$ cat src/rtl/mem_pkg.sv
// Shared types for the core-side memory initiator: access sizes, FSM states, word geometry.
package mem_pkg;

    localparam int WORD_BYTES = 4;

    typedef enum logic [1:0] {
        MEM_BYTE = 2'b00,
        MEM_HALF = 2'b01,
        MEM_WORD = 2'b10
    } mem_size_e;

    typedef enum logic [2:0] {
        ST_IDLE   = 3'd0,
        ST_RD     = 3'd1,
        ST_WR     = 3'd2,
        ST_RMW_RD = 3'd3,
        ST_RMW_WR = 3'd4
    } mem_state_e;

    // Size code 11 is an alias for a full word.
    function automatic logic [1:0] norm_size(input logic [1:0] sz);
        return (sz == 2'b11) ? MEM_WORD : sz;
    endfunction

    function automatic logic is_misaligned(input logic [1:0] sz, input logic [1:0] off);
        return ((sz == MEM_HALF) && (off == 2'd3)) || ((sz == MEM_WORD) && (off != 2'd0));
    endfunction

endpackage

$ cat src/rtl/mem_lane_align.sv
// Lane steering: load extraction with sign/zero extension, and sub-word merge into an old word.
// Purely combinational, no latency, no flow control.
module mem_lane_align #(
    parameter int BITSIZE = 32
) (
    input  logic [1:0]         offset_i,
    input  logic [1:0]         size_i,
    input  logic               unsigned_i,
    input  logic [BITSIZE-1:0] rd_word_i,
    input  logic [BITSIZE-1:0] wdata_i,
    output logic [BITSIZE-1:0] ld_data_o,
    output logic [BITSIZE-1:0] st_word_o
);
    import mem_pkg::*;

    localparam int LANES = BITSIZE / 8;

    logic [BITSIZE-1:0] shifted;
    int                 n_bytes;

    always_comb begin
        shifted = rd_word_i >> {offset_i, 3'b000};
        case (size_i)
            MEM_BYTE: ld_data_o = {{(BITSIZE-8){~unsigned_i & shifted[7]}}, shifted[7:0]};
            MEM_HALF: ld_data_o = {{(BITSIZE-16){~unsigned_i & shifted[15]}}, shifted[15:0]};
            default:  ld_data_o = shifted;
        endcase
    end

    // New data is right-aligned; lane i of the word takes byte (i - offset) of it.
    always_comb begin
        case (size_i)
            MEM_BYTE: n_bytes = 1;
            MEM_HALF: n_bytes = 2;
            default:  n_bytes = LANES;
        endcase
        st_word_o = rd_word_i;
        for (int i = 0; i < LANES; i++) begin
            if ((i >= int'(offset_i)) && (i < int'(offset_i) + n_bytes)) begin
                st_word_o[8*i +: 8] = wdata_i[8*(i - int'(offset_i)) +: 8];
            end
        end
    end

endmodule

$ cat src/rtl/mem_initiator.sv
// Core-side load/store initiator with lane extraction and read-modify-write for offset sub-word stores.
// Latency: 2 cycles accept->resp (3 for RMW, 1 for misaligned); waits on mem_valid_i, ready_o only in IDLE.
// Optional watchdog under MEM_TIMEOUT_EN aborts a memory phase after TIMEOUT_CYCLES without acknowledge.
module mem_initiator #(
    parameter int BITSIZE        = 32,
    parameter int ADDR_WIDTH     = 32,
    parameter int TIMEOUT_CYCLES = 16
) (
    input  logic                  clk,
    input  logic                  resetn_i,
    input  logic                  req_i,
    input  logic                  we_i,
    input  logic [ADDR_WIDTH-1:0] addr_i,
    input  logic [BITSIZE-1:0]    wdata_i,
    input  logic [1:0]            size_i,
    input  logic                  unsigned_i,
    output logic                  ready_o,
    output logic                  resp_valid_o,
    output logic [BITSIZE-1:0]    rdata_o,
    output logic                  err_o,
    output logic [ADDR_WIDTH-1:0] mem_addr_o,
    output logic [BITSIZE-1:0]    mem_data_o,
    input  logic [BITSIZE-1:0]    mem_data_i,
    output logic                  mem_write_o,
    output logic [1:0]            mem_write_size_o,
    output logic                  mem_valid_o,
    input  logic                  mem_valid_i
);
    import mem_pkg::*;

    localparam logic [2:0] IDLE   = ST_IDLE;
    localparam logic [2:0] RD     = ST_RD;
    localparam logic [2:0] WR     = ST_WR;
    localparam logic [2:0] RMW_RD = ST_RMW_RD;
    localparam logic [2:0] RMW_WR = ST_RMW_WR;

    logic [2:0]            state_q, state_d;
    logic                  mem_valid_q, mem_valid_d;
    logic                  mem_write_q, mem_write_d;
    logic [ADDR_WIDTH-1:0] mem_addr_q, mem_addr_d;
    logic [BITSIZE-1:0]    mem_data_q, mem_data_d;
    logic [1:0]            mem_size_q, mem_size_d;
    logic                  resp_valid_q, resp_valid_d;
    logic                  err_q, err_d;
    logic [BITSIZE-1:0]    rdata_q, rdata_d;
    logic [1:0]            size_q, size_d;
    logic [1:0]            off_q, off_d;
    logic                  uns_q, uns_d;
    logic [BITSIZE-1:0]    wdata_q, wdata_d;

    logic [1:0]            req_size;
    logic [1:0]            req_off;
    logic                  req_mis;
    logic [BITSIZE-1:0]    ld_data;
    logic [BITSIZE-1:0]    st_word;
    logic                  tmo_hit;

    assign req_size = norm_size(size_i);
    assign req_off  = addr_i[1:0];
    assign req_mis  = is_misaligned(req_size, req_off);

    mem_lane_align #(.BITSIZE(BITSIZE)) u_align (
        .offset_i   (off_q),
        .size_i     (size_q),
        .unsigned_i (uns_q),
        .rd_word_i  (mem_data_i),
        .wdata_i    (wdata_q),
        .ld_data_o  (ld_data),
        .st_word_o  (st_word)
    );

`ifdef MEM_TIMEOUT_EN
    localparam int TW = $clog2(TIMEOUT_CYCLES + 1);

    logic [TW-1:0] tmo_q, tmo_d;

    always_comb begin
        tmo_d = '0;
        if ((state_q != IDLE) && !mem_valid_i) begin
            tmo_d = tmo_q + 1'b1;
        end
    end

    assign tmo_hit = (state_q != IDLE) && !mem_valid_i && (tmo_q == TW'(TIMEOUT_CYCLES - 1));

    always_ff @(posedge clk) begin
        if (!resetn_i) begin
            tmo_q <= '0;
        end else begin
            tmo_q <= tmo_d;
        end
    end
`else
    logic unused_tmo;
    assign unused_tmo = ^TIMEOUT_CYCLES;
    assign tmo_hit    = 1'b0;
`endif

    always_comb begin
        state_d      = state_q;
        mem_valid_d  = mem_valid_q;
        mem_write_d  = mem_write_q;
        mem_addr_d   = mem_addr_q;
        mem_data_d   = mem_data_q;
        mem_size_d   = mem_size_q;
        size_d       = size_q;
        off_d        = off_q;
        uns_d        = uns_q;
        wdata_d      = wdata_q;
        resp_valid_d = 1'b0;
        err_d        = 1'b0;
        rdata_d      = '0;

        if (tmo_hit) begin
            // A stalled RMW read never reaches its write phase.
            state_d      = IDLE;
            mem_valid_d  = 1'b0;
            mem_write_d  = 1'b0;
            resp_valid_d = 1'b1;
            err_d        = 1'b1;
        end else begin
            case (state_q)
                IDLE: begin
                    if (req_i) begin
                        size_d     = req_size;
                        off_d      = req_off;
                        uns_d      = unsigned_i;
                        wdata_d    = wdata_i;
                        mem_addr_d = {addr_i[ADDR_WIDTH-1:2], 2'b00};
                        if (req_mis) begin
                            resp_valid_d = 1'b1;
                            err_d        = 1'b1;
                        end else if (!we_i) begin
                            state_d     = RD;
                            mem_valid_d = 1'b1;
                            mem_write_d = 1'b0;
                            mem_size_d  = MEM_WORD;
                        end else if (req_off == 2'd0) begin
                            state_d     = WR;
                            mem_valid_d = 1'b1;
                            mem_write_d = 1'b1;
                            mem_size_d  = req_size;
                            mem_data_d  = wdata_i;
                        end else begin
                            state_d     = RMW_RD;
                            mem_valid_d = 1'b1;
                            mem_write_d = 1'b0;
                            mem_size_d  = MEM_WORD;
                        end
                    end
                end
                RD: begin
                    if (mem_valid_i) begin
                        state_d      = IDLE;
                        mem_valid_d  = 1'b0;
                        resp_valid_d = 1'b1;
                        rdata_d      = ld_data;
                    end
                end
                // Valid stays high across the read->write hand-over; only the direction flips.
                RMW_RD: begin
                    if (mem_valid_i) begin
                        state_d     = RMW_WR;
                        mem_write_d = 1'b1;
                        mem_data_d  = st_word;
                        mem_size_d  = MEM_WORD;
                    end
                end
                WR, RMW_WR: begin
                    if (mem_valid_i) begin
                        state_d      = IDLE;
                        mem_valid_d  = 1'b0;
                        mem_write_d  = 1'b0;
                        resp_valid_d = 1'b1;
                    end
                end
                default: begin
                    state_d     = IDLE;
                    mem_valid_d = 1'b0;
                    mem_write_d = 1'b0;
                end
            endcase
        end
    end

    always_ff @(posedge clk) begin
        if (!resetn_i) begin
            state_q      <= IDLE;
            mem_valid_q  <= 1'b0;
            mem_write_q  <= 1'b0;
            mem_addr_q   <= '0;
            mem_data_q   <= '0;
            mem_size_q   <= 2'b00;
            resp_valid_q <= 1'b0;
            err_q        <= 1'b0;
            rdata_q      <= '0;
            size_q       <= 2'b00;
            off_q        <= 2'b00;
            uns_q        <= 1'b0;
            wdata_q      <= '0;
        end else begin
            state_q      <= state_d;
            mem_valid_q  <= mem_valid_d;
            mem_write_q  <= mem_write_d;
            mem_addr_q   <= mem_addr_d;
            mem_data_q   <= mem_data_d;
            mem_size_q   <= mem_size_d;
            resp_valid_q <= resp_valid_d;
            err_q        <= err_d;
            rdata_q      <= rdata_d;
            size_q       <= size_d;
            off_q        <= off_d;
            uns_q        <= uns_d;
            wdata_q      <= wdata_d;
        end
    end

    assign ready_o          = (state_q == IDLE);
    assign resp_valid_o     = resp_valid_q;
    assign err_o            = err_q;
    assign rdata_o          = rdata_q;
    assign mem_valid_o      = mem_valid_q;
    assign mem_write_o      = mem_write_q;
    assign mem_addr_o       = mem_addr_q;
    assign mem_data_o       = mem_data_q;
    assign mem_write_size_o = mem_size_q;

endmodule

$ cat config.mk
export PLATFORM = sky130hd
export DESIGN_NAME = mem_initiator
export DESIGN_NICKNAME = d
export VERILOG_FILES = /design/src/rtl/mem_pkg.sv /design/src/rtl/mem_lane_align.sv /design/src/rtl/mem_initiator.sv
export SDC_FILE = /design/constraint.sdc
export NUM_CORES = 1
export LEC_CHECK = 0
export CAP_MARGIN = 5
export CORE_MARGIN = 4
export CORE_UTILIZATION = 37
export DETAILED_ROUTE_END_ITERATION = 8
export GPL_ROUTABILITY_DRIVEN = 0
export SYNTH_ARGS = -nofsm -noshare
export SYNTH_HDL_FRONTEND = slang
export SYNTH_HIERARCHICAL = 1
export SYNTH_SLANG_ARGS = --single-unit
$ cat constraint.sdc
create_clock -name clk -period 8.2 [get_ports clk]
set_input_delay 1.64 -clock clk [delete_from_list [all_inputs] [get_ports clk]]
set_output_delay 1.64 -clock clk [all_outputs]
set_load 0.005 [all_outputs]
**Word-level counts from Yosys, hierarchy flattened**

Index checks and enable logic that the tools add are counted.

- Input port bits: 104
- Logic and storage cells: 112
- Output and inout bits: 103
- Register bits after elaboration: 140

- Add/sub/neg operators: 5
- Reductions and logical operators: 21
- $lt $le $gt $ge: 7
- Shift-type cells: 5
- Bitwise operators: 5
- Mux-type cells: 40
- Eq/ne operators: 16

Operators by type and width:

| operator | number |
|---|---|
| $mux W32 | 5 |
| $pmux W32 S2 | 2 |
| $shiftx A32 B32 Y8 | 4 |
| $lt A3 B32 Y1 const A | 2 |
| $lt A1 B32 Y1 const A | 1 |
| $lt A2 B32 Y1 const A | 1 |
| $mux W8 | 4 |
| $shr A32 B5 Y32 | 1 |
| $mux W2 | 7 |
| $mux W1 | 12 |
| $mux W3 | 4 |
| $reduce_and A4 Y1 | 3 |
| $ne A2 B2 Y1 const B | 5 |
| $pmux W3 S3 | 1 |
| $eq A2 B2 Y1 const B | 3 |
| $eq A3 B2 Y1 const B | 2 |
| $pmux W3 S2 | 1 |
| $reduce_and A6 Y1 | 1 |
| $sub A1 B2 Y3 const A | 2 |
| $sub A2 B2 Y3 const A | 2 |
| $logic_and A1 B1 Y1 | 5 |
| $reduce_and A5 Y1 | 1 |
| $add A2 B3 Y4 | 1 |
| $eq A2 B1 Y1 const B | 2 |
| other kinds (19) | 27 |

**Logic depth before layout (Yosys ltp)**

Gate-level depths: netlist of the first run.

- Word-level depth: 8
- Mapped depth: 12
- Gate-level depth less buffers: 11

**Cells and area by module**

Netlist of the first run, hierarchy kept.

By module, submodules not included:

| module | area each (um^2) | sequential area each (um^2) | cells an instance | instances |
|---|---|---|---|---|
| mem_initiator | 5,311.3 | 2,802.7 | 600 | 1 |
| mem_lane_align | 1,901.8 | 0.0 | 203 | 1 |

**Worst setup path after synthesis of the first run**

OpenSTA, ideal clock, no wires.

- Kind: input-to-reg
- Start point: input mem_valid_i
- End point: register mem_data_q[0], in the netlist mem_data_o[0]
- Stages: 7
- Buffers on the path: 3
- Path slack: 5.183 ns
- Setup time: 0.120 ns
- Required time: 8.080 ns
- Arrival: 2.898 ns
- Path through: buf_2 nand2_1 or2_1 a221o_1 buf_2 buf_6 mux2i_1

- Word-level cells in the longest chain between the ends: 2

Ends and longest elaborated chain:

| item | line | text |
|---|---|---|
| start, declared | mem_initiator.sv:27 | `input logic mem_valid_i` |
| $ne A2 B2 Y1 (no source line) | - |  |
| $reduce_and A6 Y1 (no source line) | - |  |
| end signal, assigned | mem_initiator.sv:206 | `mem_data_q <= mem_data_d;` |
| end, declared | mem_initiator.sv:41 | `logic [BITSIZE-1:0] mem_data_q, mem_data_d;` |

Every way passes these cells.
A chain may end at the register's enable or synchronous reset.

**Final worst setup path of the first run**

- Start point: input req_i
- End point: register mem_size_q[1], in the netlist mem_write_size_o[1]

- Word-level cells in the longest chain between the ends: 2

Ends and longest elaborated chain:

| item | line | text |
|---|---|---|
| start, declared | mem_initiator.sv:11 | `input logic req_i,` |
| $ne A2 B2 Y1 (no source line) | - |  |
| $reduce_and A4 Y1 (no source line) | - |  |
| end signal, assigned | mem_initiator.sv:207 | `mem_size_q <= mem_size_d;` |
| end, declared | mem_initiator.sv:42 | `logic [1:0] mem_size_q, mem_size_d;` |

Every way passes these cells.

==> results of run 1 <==
==> layout make-up <==
class,count,area share (%)
clock buffer,20,4.60
clock inverter,12,1.40
inverter,8,0.302
multi-input combinational,592,41.1
sequential,140,28.3
tap,260,3.28
timing repair buffer,211,21.0
==> flip-flops by register name (all words and copies together), names as in the netlist, 2 cells and up <==
| name | count |
|---|---|
| off_q | 2 |
| rdata_o | 32 |
| size_q | 2 |
| mem_addr_o | 30 |
| state_q | 3 |
| mem_data_o | 32 |
| mem_write_size_o | 2 |
| wdata_q | 32 |
==> metal layers <==
metal	wire length, um	part of all wire [%]	GRT usage, %	vias to the layer above
li1	-	-	-	3078
met1	10700	49	28.8	2851
met2	9650	44	30.2	201
met3	1270	5.8	4.38	12
met4	233	1.1	5.31	0
met5	0	0	0	-
==> logic make-up (layout without fill, tap and decap cells) <==
family          after synthesis  after routing  synth area share (%)
simple gates                295            295                  18.3
buf+inv                      72            251                  4.74
mux                         137            137                  24.6
xor+xnor                      2              2                 0.243
other cells                   1              2                0.0520
flops                       140            140                  38.9
fa+ha+maj                     6              6                  1.14
compound gates              150            150                  12.1
==> report_power, final <==
group          switching [W]  internal, W
Sequential         0.0000346     0.000709
Combinational       0.000155     0.000180
Clock               0.000309     0.000467
==> worst reg2reg max path, cell delays in order, from the launching register on <==
cell,delay (ns)
dfxtp_4,1.02
ha_1,0.36
fa_1,0.29
nor2_1,0.10
a31oi_4,0.38
o21ba_1,0.56
mux2_4,0.34
mux2_2,0.26
nand2_1,0.11
mux2i_1,0.08
==> worst min path at each step <==
stage                                            from                          end  slack, ns  cells past startpoint
after global placement     mem_addr_o[9]$_SDFFE_PN0P_   mem_addr_o[9]$_SDFFE_PN0P_       0.44                      2
after global routing      mem_addr_o[18]$_SDFFE_PN0P_  mem_addr_o[18]$_SDFFE_PN0P_       0.47                      2
after detailed placement   mem_addr_o[9]$_SDFFE_PN0P_   mem_addr_o[9]$_SDFFE_PN0P_       0.45                      2
final                      mem_addr_o[7]$_SDFFE_PN0P_   mem_addr_o[7]$_SDFFE_PN0P_       0.45                      2
after floorplan              mem_write_o$_SDFFE_PN0P_     mem_write_o$_SDFFE_PN0P_       0.45                      2
after CTS                  mem_addr_o[9]$_SDFFE_PN0P_   mem_addr_o[9]$_SDFFE_PN0P_       0.45                      2
==> stage by stage <==
step	total power [W]	util, %	instances	worst slack, ns	hold WS, ns
CTS	0.00187	52.4	1243	4.47	0.454
floorplan	0.000950	-	804	5.18	0.452
finish	0.00185	52.4	1243	4.47	0.454
global route	0.00194	52.4	1243	4.27	0.471
detailed placement	0.00109	49.2	1211	4.04	0.447
global placement	0.00109	49.2	1211	4.07	0.442
==> cells in the final DEF, fill, tap and decap left out, types with 12 or more instances in the layout <==
| cell type | n |
|---|---|
| mux2i_1 | 56 |
| dfxtp_1 | 139 |
| nor2_1 | 12 |
| mux2_2 | 49 |
| nand2_1 | 212 |
| o21ai_0 | 26 |
| clkbuf_16 | 17 |
| mux4_2 | 24 |
| and2_1 | 41 |
| a21oi_1 | 88 |
| clkdlybuf4s50_1 | 203 |
==> metrics.md, run 1 <==
| Metric | Value |
|---|---|
| Power per cell area | `187 mW/mm2` |
| Outcome | `complete, no violations` |
| First-pass GRT wire length | `34700 um` |
| Cell with the most instances after synthesis | `nand2_1` |
| Buf/Inv on CP | `2` |
| CP delay by family, top | `simple AND/OR/NAND/NOR gates` |
| Tmin final | `3.73 ns` |
| Synth Cell Area | `0.00721 mm2` |
| CTS H-Tree Depth | `4` |
| Worst Path Arrival | `4.00 ns` |
| Post-synth EDFFs | `0` |
| Crit Path Max Fanout | `39` |
| Post-synthesis sequential area ratio | `38.9%` |
| Clk slew on worst S/H paths | `0.06 ns` |
| Die height | `148 um` |
| Critical Path Start | `req_i` |
| Placed standard-cell area | `0.00933 mm2` |
| Synth cell count leaders | `nand2_1 (212), dfxtp_1 (140), a21oi_1 (88), mux2i_1 (56), mux2_2 (49)` |
| Leakage | `3.86 nW` |
| Die area | `0.0218 mm2` |
| Initial DRC count | `454` |
| First-pass iteration count of the detailed router | `4` |
| Initial antenna violation count | `0` |
| Initial cell density of the core | `38.1%` |
| Terminus of the critical flop-to-flop path | `mem_data_o[18]$_SDFFE_PN0P_` |
| Area leader, netlist | `dfxtp_1` |
| Setup TNS | `0 ns` |
| Worst path cell trace | `clkdlybuf4s50_1 -> or4b_2 -> buf_4 -> nor4b_1 -> a311oi_1` |
| DRC errors left | `0` |
| Cells after Synth | `803` |
| Synthesized flop and latch total | `140` |
| Largest net degree at the start of global routing | `74` |
| Max-Slew Margin vs Limit | `28.3%` |
| ANT nets after route | `0` |
| Vias in the first global route | `6077` |
| Clk sinks | `140` |
| Area grow syn2layout | `37.6%` |
| Port-buffer cells | `204` |
| Cts hold-fix bufs | `0` |
| Via count | `6142` |
| Vias per inst | `4.94` |
| # Post-CTS Setup Buffers | `0` |
| Top_reg_cell synth | `dfxtp_1` |
| Crit path largest cell delay | `0.96 ns` |
| Area of the multi-input gates | `0.00408 mm2` |
| Finished Cell Area | `0.00993 mm2` |
| CP Depth | `5` |
| Yosys warnings | `6` |
| Clk_lat worst skew | `0.42 ns` |
| Crit Path Category | `in2reg` |
| FP Rows | `50` |
| Root Buffer | `clkbuf_16` |
| Worst min path class | `reg2reg` |
| R2r worst-path depth | `9` |
| Total core area | `0.0190 mm2` |
| Clock Path Buffers | `2` |
| WL/cell | `17.6 um` |
| Post-synth ARST share | `0%` |
| Crit start category | `input port` |
| Yosys top cell area share | `38.9%` |
| Fmax | `268 MHz` |
| Total grt overflow | `0` |
| RSZ-0062 raised after global routing | `no` |
| Worst slew pin tran | `1.08 ns` |
| TritonCTS buffer count | `17` |
| Reg2Reg Setup Slack | `4.54 ns` |
| VDD IR max | `0.000155 V` |
| Worst Path Required | `8.46 ns` |
| CTS tree | `done` |
| Final critical-path share of the clock period | `45.5%` |
| DIE WIDTH | `148 um` |
| Layout cell share with drive strength beyond 1 | `13.3%` |
| Nets | `1080` |
| Worst Setup EP | `mem_write_size_o[1]$_SDFFE_PN0P_` |
| Post-Route WL | `21900 um` |
| DP Wirelength | `15600 um` |
| Total track usage | `19.9%` |
| Mean Syn Cell Area | `8.98 um2` |
| Fillers | `1790` |
| Count of different cell masters after synthesis | `55` |
| Post-CTS sizing | `0` |
| Final Max Tran Viols | `0` |
| Diode count | `0` |
| Critical path endpoint category | `flip-flop` |
| Final clock skew | `0.00967 ns` |
| Setup Viol. Count Final | `0` |
| Final hold violations | `0` |
| Sequential cell area | `0.00281 mm2` |
| Max Cap Viol | `0` |
| Ranking of synthesized cells by area | `dfxtp_1 (39%), nand2_1 (11%), mux2i_1 (7.8%)` |
| R2r startpoint | `off_q[0]$_SDFFE_PN0P_` |
| Worst-path cell with the longest stage delay | `or4b_2` |
| Num ports | `207` |
Power figures use the tool's default switching activity.
==> run 2, diff against run 1 <==
PLACE_DENSITY = 0.67   (was not set)
clock period = 3.15 ns   (was 8.2 ns; I/O delays follow)
==> run 2 against run 1 <==
Effect of this change: clock power rose to 2.9 times the previous value; non-clock buffer count rose by 11; worst hold slack got worse by 0.0013 ns; first-iteration DRC count rose by 0.88%; register-to-register slack got worse by 4.3 ns; routed wire length rose by 1.0%; cell count rose by 0.97%; utilization rose by 0.84 points; sequential share of layout area fell by 0.45 points; power rose to 2.7 times the previous value; setup slack got worse by 4.2 ns; largest power group unchanged; highest routed layer is now met5.
==> metrics.md, run 2 (synthesis results as in run 1) <==
| Metric | Value |
|---|---|
| Outcome | `complete, no violations` |
| CTS H-Tree Depth | `4` |
| Total track usage | `20.2%` |
| Via count | `6290` |
| Sequential cell area | `0.00281 mm2` |
| Area of the multi-input gates | `0.00408 mm2` |
| Initial DRC count | `458` |
| Terminus of the critical flop-to-flop path | `mem_data_o[9]$_SDFFE_PN0P_` |
| DP Wirelength | `15900 um` |
| Most frequent cells in the layout | `nand2_1 (212), clkdlybuf4s50_1 (203), dfxtp_1 (139), a21oi_1 (88), mux2i_1 (56)` |
| Worst Setup EP | `mem_data_o[9]$_SDFFE_PN0P_` |
| Critical Path Start | `size_q[0]$_SDFFE_PN0P_` |
| Crit Path Max Fanout | `8` |
| Power per cell area | `502 mW/mm2` |
| Setup TNS | `0 ns` |
| Root Buffer | `clkbuf_16` |
| Leakage | `3.96 nW` |
| Worst min path class | `reg2reg` |
| Final critical-path share of the clock period | `91.0%` |
| Setup Viol. Count Final | `0` |
| DIE WIDTH | `148 um` |
| Clk slew on worst S/H paths | `0.06 ns` |
| Layout cell share with drive strength beyond 1 | `14.3%` |
| Vias per inst | `5.01` |
| TritonCTS buffer count | `17` |
| First-pass GRT wire length | `34800 um` |
| Most common cell after layout, fill and taps aside | `nand2_1` |
| Worst slew pin tran | `0.818 ns` |
| Tmin final | `2.87 ns` |
| Reg2Reg Setup Slack | `0.28 ns` |
| Total core area | `0.0190 mm2` |
| DRC errors left | `0` |
| Fillers | `1745` |
| Die height | `148 um` |
| Num ports | `207` |
| Max-Slew Margin vs Limit | `44.6%` |
| Final core occ | `53.2%` |
| Cell depth of the worst hold path | `2` |
| Initial antenna violation count | `2` |
| Total grt overflow | `0` |
| ANT nets after route | `0` |
| Vias in the first global route | `6097` |
| First-pass iteration count of the detailed router | `7` |
| Critical path endpoint category | `flip-flop` |
| WL/cell | `17.6 um` |
| Final Max Tran Viols | `0` |
| Post-Route WL | `22100 um` |
| Crit Path Category | `reg2reg` |
| CTS tree | `done` |
| Max Cap Viol | `0` |
| Cts hold-fix bufs | `0` |
| Port-buffer cells | `204` |
| R2r startpoint | `size_q[0]$_SDFFE_PN0P_` |
| Clk sinks | `140` |
| R2r worst-path depth | `11` |
| Worst Path Arrival | `3.22 ns` |
| Fmax | `349 MHz` |
| Largest net degree at the start of global routing | `69` |
| # Post-CTS Setup Buffers | `0` |
| Die area | `0.0218 mm2` |
| VDD IR max | `0.000382 V` |
| Post-CTS sizing | `0` |
| FP Rows | `50` |
| Initial cell density of the core | `38.1%` |
| Worst Path Required | `3.50 ns` |
| Area grow syn2layout | `39.8%` |
| Clock Path Buffers | `2` |
| Final clock skew | `0.00946 ns` |
| Nets | `1091` |
| RSZ-0062 raised after global routing | `no` |
| Clk_lat worst skew | `0.43 ns` |
| Final hold violations | `0` |
| Crit start category | `flip-flop` |
-- run 2: cell types whose count changed in the layout (fill, tap and decap cells not counted), sizes merged --
cell / before / now
clkinvlp: 4 / 1
diode: 0 / 1
bufinv: 2 / 5
clkinv: 5 / 4
buf: 8 / 19
inv: 9 / 10
-- run 2: how the worst min path moves through the flow --
stage                                      from  slack (ns)                           to
finish              mem_addr_o[15]$_SDFFE_PN0P_        0.45  mem_addr_o[15]$_SDFFE_PN0P_
global route        mem_addr_o[27]$_SDFFE_PN0P_        0.47  mem_addr_o[27]$_SDFFE_PN0P_
CTS                 mem_addr_o[27]$_SDFFE_PN0P_        0.45  mem_addr_o[27]$_SDFFE_PN0P_
detailed placement  mem_addr_o[15]$_SDFFE_PN0P_        0.45  mem_addr_o[15]$_SDFFE_PN0P_
global placement     mem_addr_o[4]$_SDFFE_PN0P_        0.44   mem_addr_o[4]$_SDFFE_PN0P_
floorplan              mem_write_o$_SDFFE_PN0P_        0.45     mem_write_o$_SDFFE_PN0P_
-- run 2: final cells by class --
type                       count  share of cell area [%]
clock buffer                  20                    4.43
multi-input combinational    592                    40.5
tap                          260                    3.23
timing repair buffer         222                    21.7
antenna                        1                  0.0248
sequential                   140                    27.8
inverter                       8                   0.298
clock inverter                12                    2.08
-- run 2: per-stage QoR --
stage / hold WS [ns] / cell area (um2) / power [W] / worst slack (ns) / std cells
after floorplan: 0.452 / 7220 / 0.00247 / 0.309 / 804
after global placement: 0.441 / 9430 / 0.00284 / 0.340 / 1222
after detailed placement: 0.447 / 9430 / 0.00285 / 0.238 / 1222
after CTS: 0.455 / 10100 / 0.00510 / 0.200 / 1254
after global routing: 0.468 / 10100 / 0.00528 / 0.0721 / 1255
final: 0.453 / 10100 / 0.00507 / 0.282 / 1255
-- run 2: layer usage --
layer / wire [um] / share of wire (%) / vias up / GRT usage (%)
li1: - / - / 3112 / -
met1: 9950 / 45 / 2936 / 27.5
met2: 9940 / 45 / 213 / 30.4
met3: 1810 / 8.2 / 27 / 6.44
met4: 390 / 1.8 / 2 / 6.76
met5: 12 / 0.054 / - / 0
-- run 2: report_power, final --
part           internal (W)  switching (W)  leakage, nW
Clock               0.00144       0.000810        0.316
Combinational      0.000483       0.000425         2.50
Sequential          0.00185      0.0000650         1.14
-- run 2: critical path: stages (launching register included) --
cell and delay [ns]:
dfxtp_1 0.35, or2_2 0.35, clkinv_1 0.08, ha_1 0.21, fa_1 0.48, nor4bb_1 0.34, a221o_1 0.43, nand2_1 0.11
o21ai_0 0.09, mux2_2 0.17, nand2_1 0.05, mux2i_1 0.14
==> run 3, diff against run 2 <==
PLACE_DENSITY = not set   (was 0.67)
PLACE_DENSITY_LB_ADDON = 0.25   (was not set)
==> run 3 against run 2 <==
Effect of this change: first-iteration DRC count fell by 7.6%; flip-flop and latch count did not move; clock power fell by 8%; critical path depth fell by 1; clock-buffer cell count fell by 2; fmax fell by 3.0%; largest cell class unchanged; combinational power barely moved; clock skew fell by 0.0012 ns; critical endpoint is now mem_data_o[18]$_SDFFE_PN0P_; global-route usage fell by 0.45 points; register-to-register slack got worse by 0.09 ns; final area fell by 0.66%.
==> metrics.md, run 3 (synthesis results as in run 1) <==
| Metric | Value |
|---|---|
| Total track usage | `19.8%` |
| Vias per inst | `5.00` |
| Cts hold-fix bufs | `0` |
| Final critical-path share of the clock period | `93.9%` |
| Initial cell density of the core | `38.1%` |
| Critical path endpoint category | `flip-flop` |
| Final clock skew | `0.00825 ns` |
| Power per cell area | `489 mW/mm2` |
| Clock Path Buffers | `2` |
| WL/cell | `17.4 um` |
| Fmax | `338 MHz` |
| Crit Path Category | `reg2reg` |
| Final Max Tran Viols | `0` |
| Vias in the first global route | `6001` |
| First-pass iteration count of the detailed router | `5` |
| Largest net degree at the start of global routing | `69` |
| Worst Path Required | `3.44 ns` |
| Reg2Reg Setup Slack | `0.19 ns` |
| Num ports | `207` |
| Die height | `148 um` |
| Clk sinks | `140` |
| Placed standard-cell area | `0.00941 mm2` |
| Max Cap Viol | `0` |
| Area of the multi-input gates | `0.00408 mm2` |
| Worst min path class | `reg2reg` |
| VDD IR max | `0.000408 V` |
| Finished Cell Area | `0.0100 mm2` |
| RSZ-0062 raised after global routing | `no` |
| Initial DRC count | `423` |
| Crit Path Max Fanout | `8` |
| Tightest hold margin | `0.450 ns` |
| Port-buffer cells | `204` |
| DRC errors left | `0` |
| First-pass GRT wire length | `34000 um` |
| Root Buffer | `clkbuf_16` |
| Final core occ | `52.9%` |
| Clk_lat worst skew | `0.43 ns` |
| Post-Route WL | `21900 um` |
| Crit start category | `flip-flop` |
| Total grt overflow | `0` |
| Die area | `0.0218 mm2` |
| Post-CTS sizing | `0` |
| CTS H-Tree Depth | `4` |
| Nets | `1091` |
| Setup TNS | `0 ns` |
| Max-Slew Margin vs Limit | `47.6%` |
| Fillers | `1795` |
| Sequential cell area | `0.00281 mm2` |
| Diode count | `0` |
| CTS tree | `done` |
| Final hold violations | `0` |
| DP Wirelength | `15500 um` |
| Clk slew on worst S/H paths | `0.06 ns` |
| ANT nets after route | `0` |
| Total core area | `0.0190 mm2` |
| Most frequent cells in the layout | `nand2_1 (212), clkdlybuf4s50_1 (203), dfxtp_1 (139), a21oi_1 (88), mux2i_1 (56)` |
| DIE WIDTH | `148 um` |
| Leakage | `3.93 nW` |
| Worst slew pin tran | `0.773 ns` |
| TritonCTS buffer count | `17` |
| FP Rows | `50` |
| # Post-CTS Setup Buffers | `0` |
| Worst Path Arrival | `3.24 ns` |
| Outcome | `complete, no violations` |
| Initial antenna violation count | `0` |
| Most common cell after layout, fill and taps aside | `nand2_1` |
| Area grow syn2layout | `38.9%` |
| Via count | `6259` |
| Layout cell share with drive strength beyond 1 | `14.3%` |
| Tmin final | `2.96 ns` |
| Setup Viol. Count Final | `0` |
==> run 3: area by class of cell <==
| cell class | count | share of cell area (%) |
|---|---|---|
| well taps | 260 | 3.25 |
| flip-flops and latches | 140 | 28.0 |
| clock buffers | 18 | 4.38 |
| multi-input cells | 592 | 40.7 |
| repair buffers | 222 | 21.7 |
| inverters | 8 | 0.300 |
| clock inverters | 13 | 1.66 |
==> run 3: critical path: stages (launching register included) <==
cell	delay (ns)
dfxtp_1	0.40
or2_2	0.18
clkinv_1	0.09
ha_1	0.21
fa_1	0.57
and2_1	0.15
o21ba_1	0.47
mux2_4	0.34
mux2_2	0.26
nand2_1	0.07
mux2i_1	0.08
==> run 3: path summary, 6_finish.rpt <==
check                             start                          end  depth (start not counted)
max              size_q[0]$_SDFFE_PN0P_  mem_data_o[18]$_SDFFE_PN0P_                         10
min          mem_addr_o[4]$_SDFFE_PN0P_   mem_addr_o[4]$_SDFFE_PN0P_                          2
max reg2reg      size_q[0]$_SDFFE_PN0P_  mem_data_o[18]$_SDFFE_PN0P_                         10
min reg2reg  mem_addr_o[4]$_SDFFE_PN0P_   mem_addr_o[4]$_SDFFE_PN0P_                          2
==> run 3: stage by stage <==
stage | power, W | std cells | worst slack [ns]
6_report | 0.00490 | 1253 | 0.193
5_1_grt | 0.00511 | 1253 | 0.0824
4_1_cts | 0.00494 | 1253 | 0.217
3_5_place_dp | 0.00285 | 1222 | 0.228
3_3_place_gp | 0.00284 | 1222 | 0.323
2_1_floorplan | 0.00247 | 804 | 0.309
==> run 3: per-layer routing <==
| layer | global-route usage [%] | wire length [um] |
|---|---|---|
| met2 | 29.6 | 9660 |
| met4 | 4.85 | 244 |
| met3 | 6.93 | 2000 |
| met1 | 27.3 | 9950 |
| met5 | 0 | 0 |
==> run 3: report_power, final <==
part | internal, W | switching, W | total (W)
clock network | 0.00127 | 0.000809 | 0.00208
logic | 0.000481 | 0.000428 | 0.000909
registers | 0.00185 | 0.0000647 | 0.00191
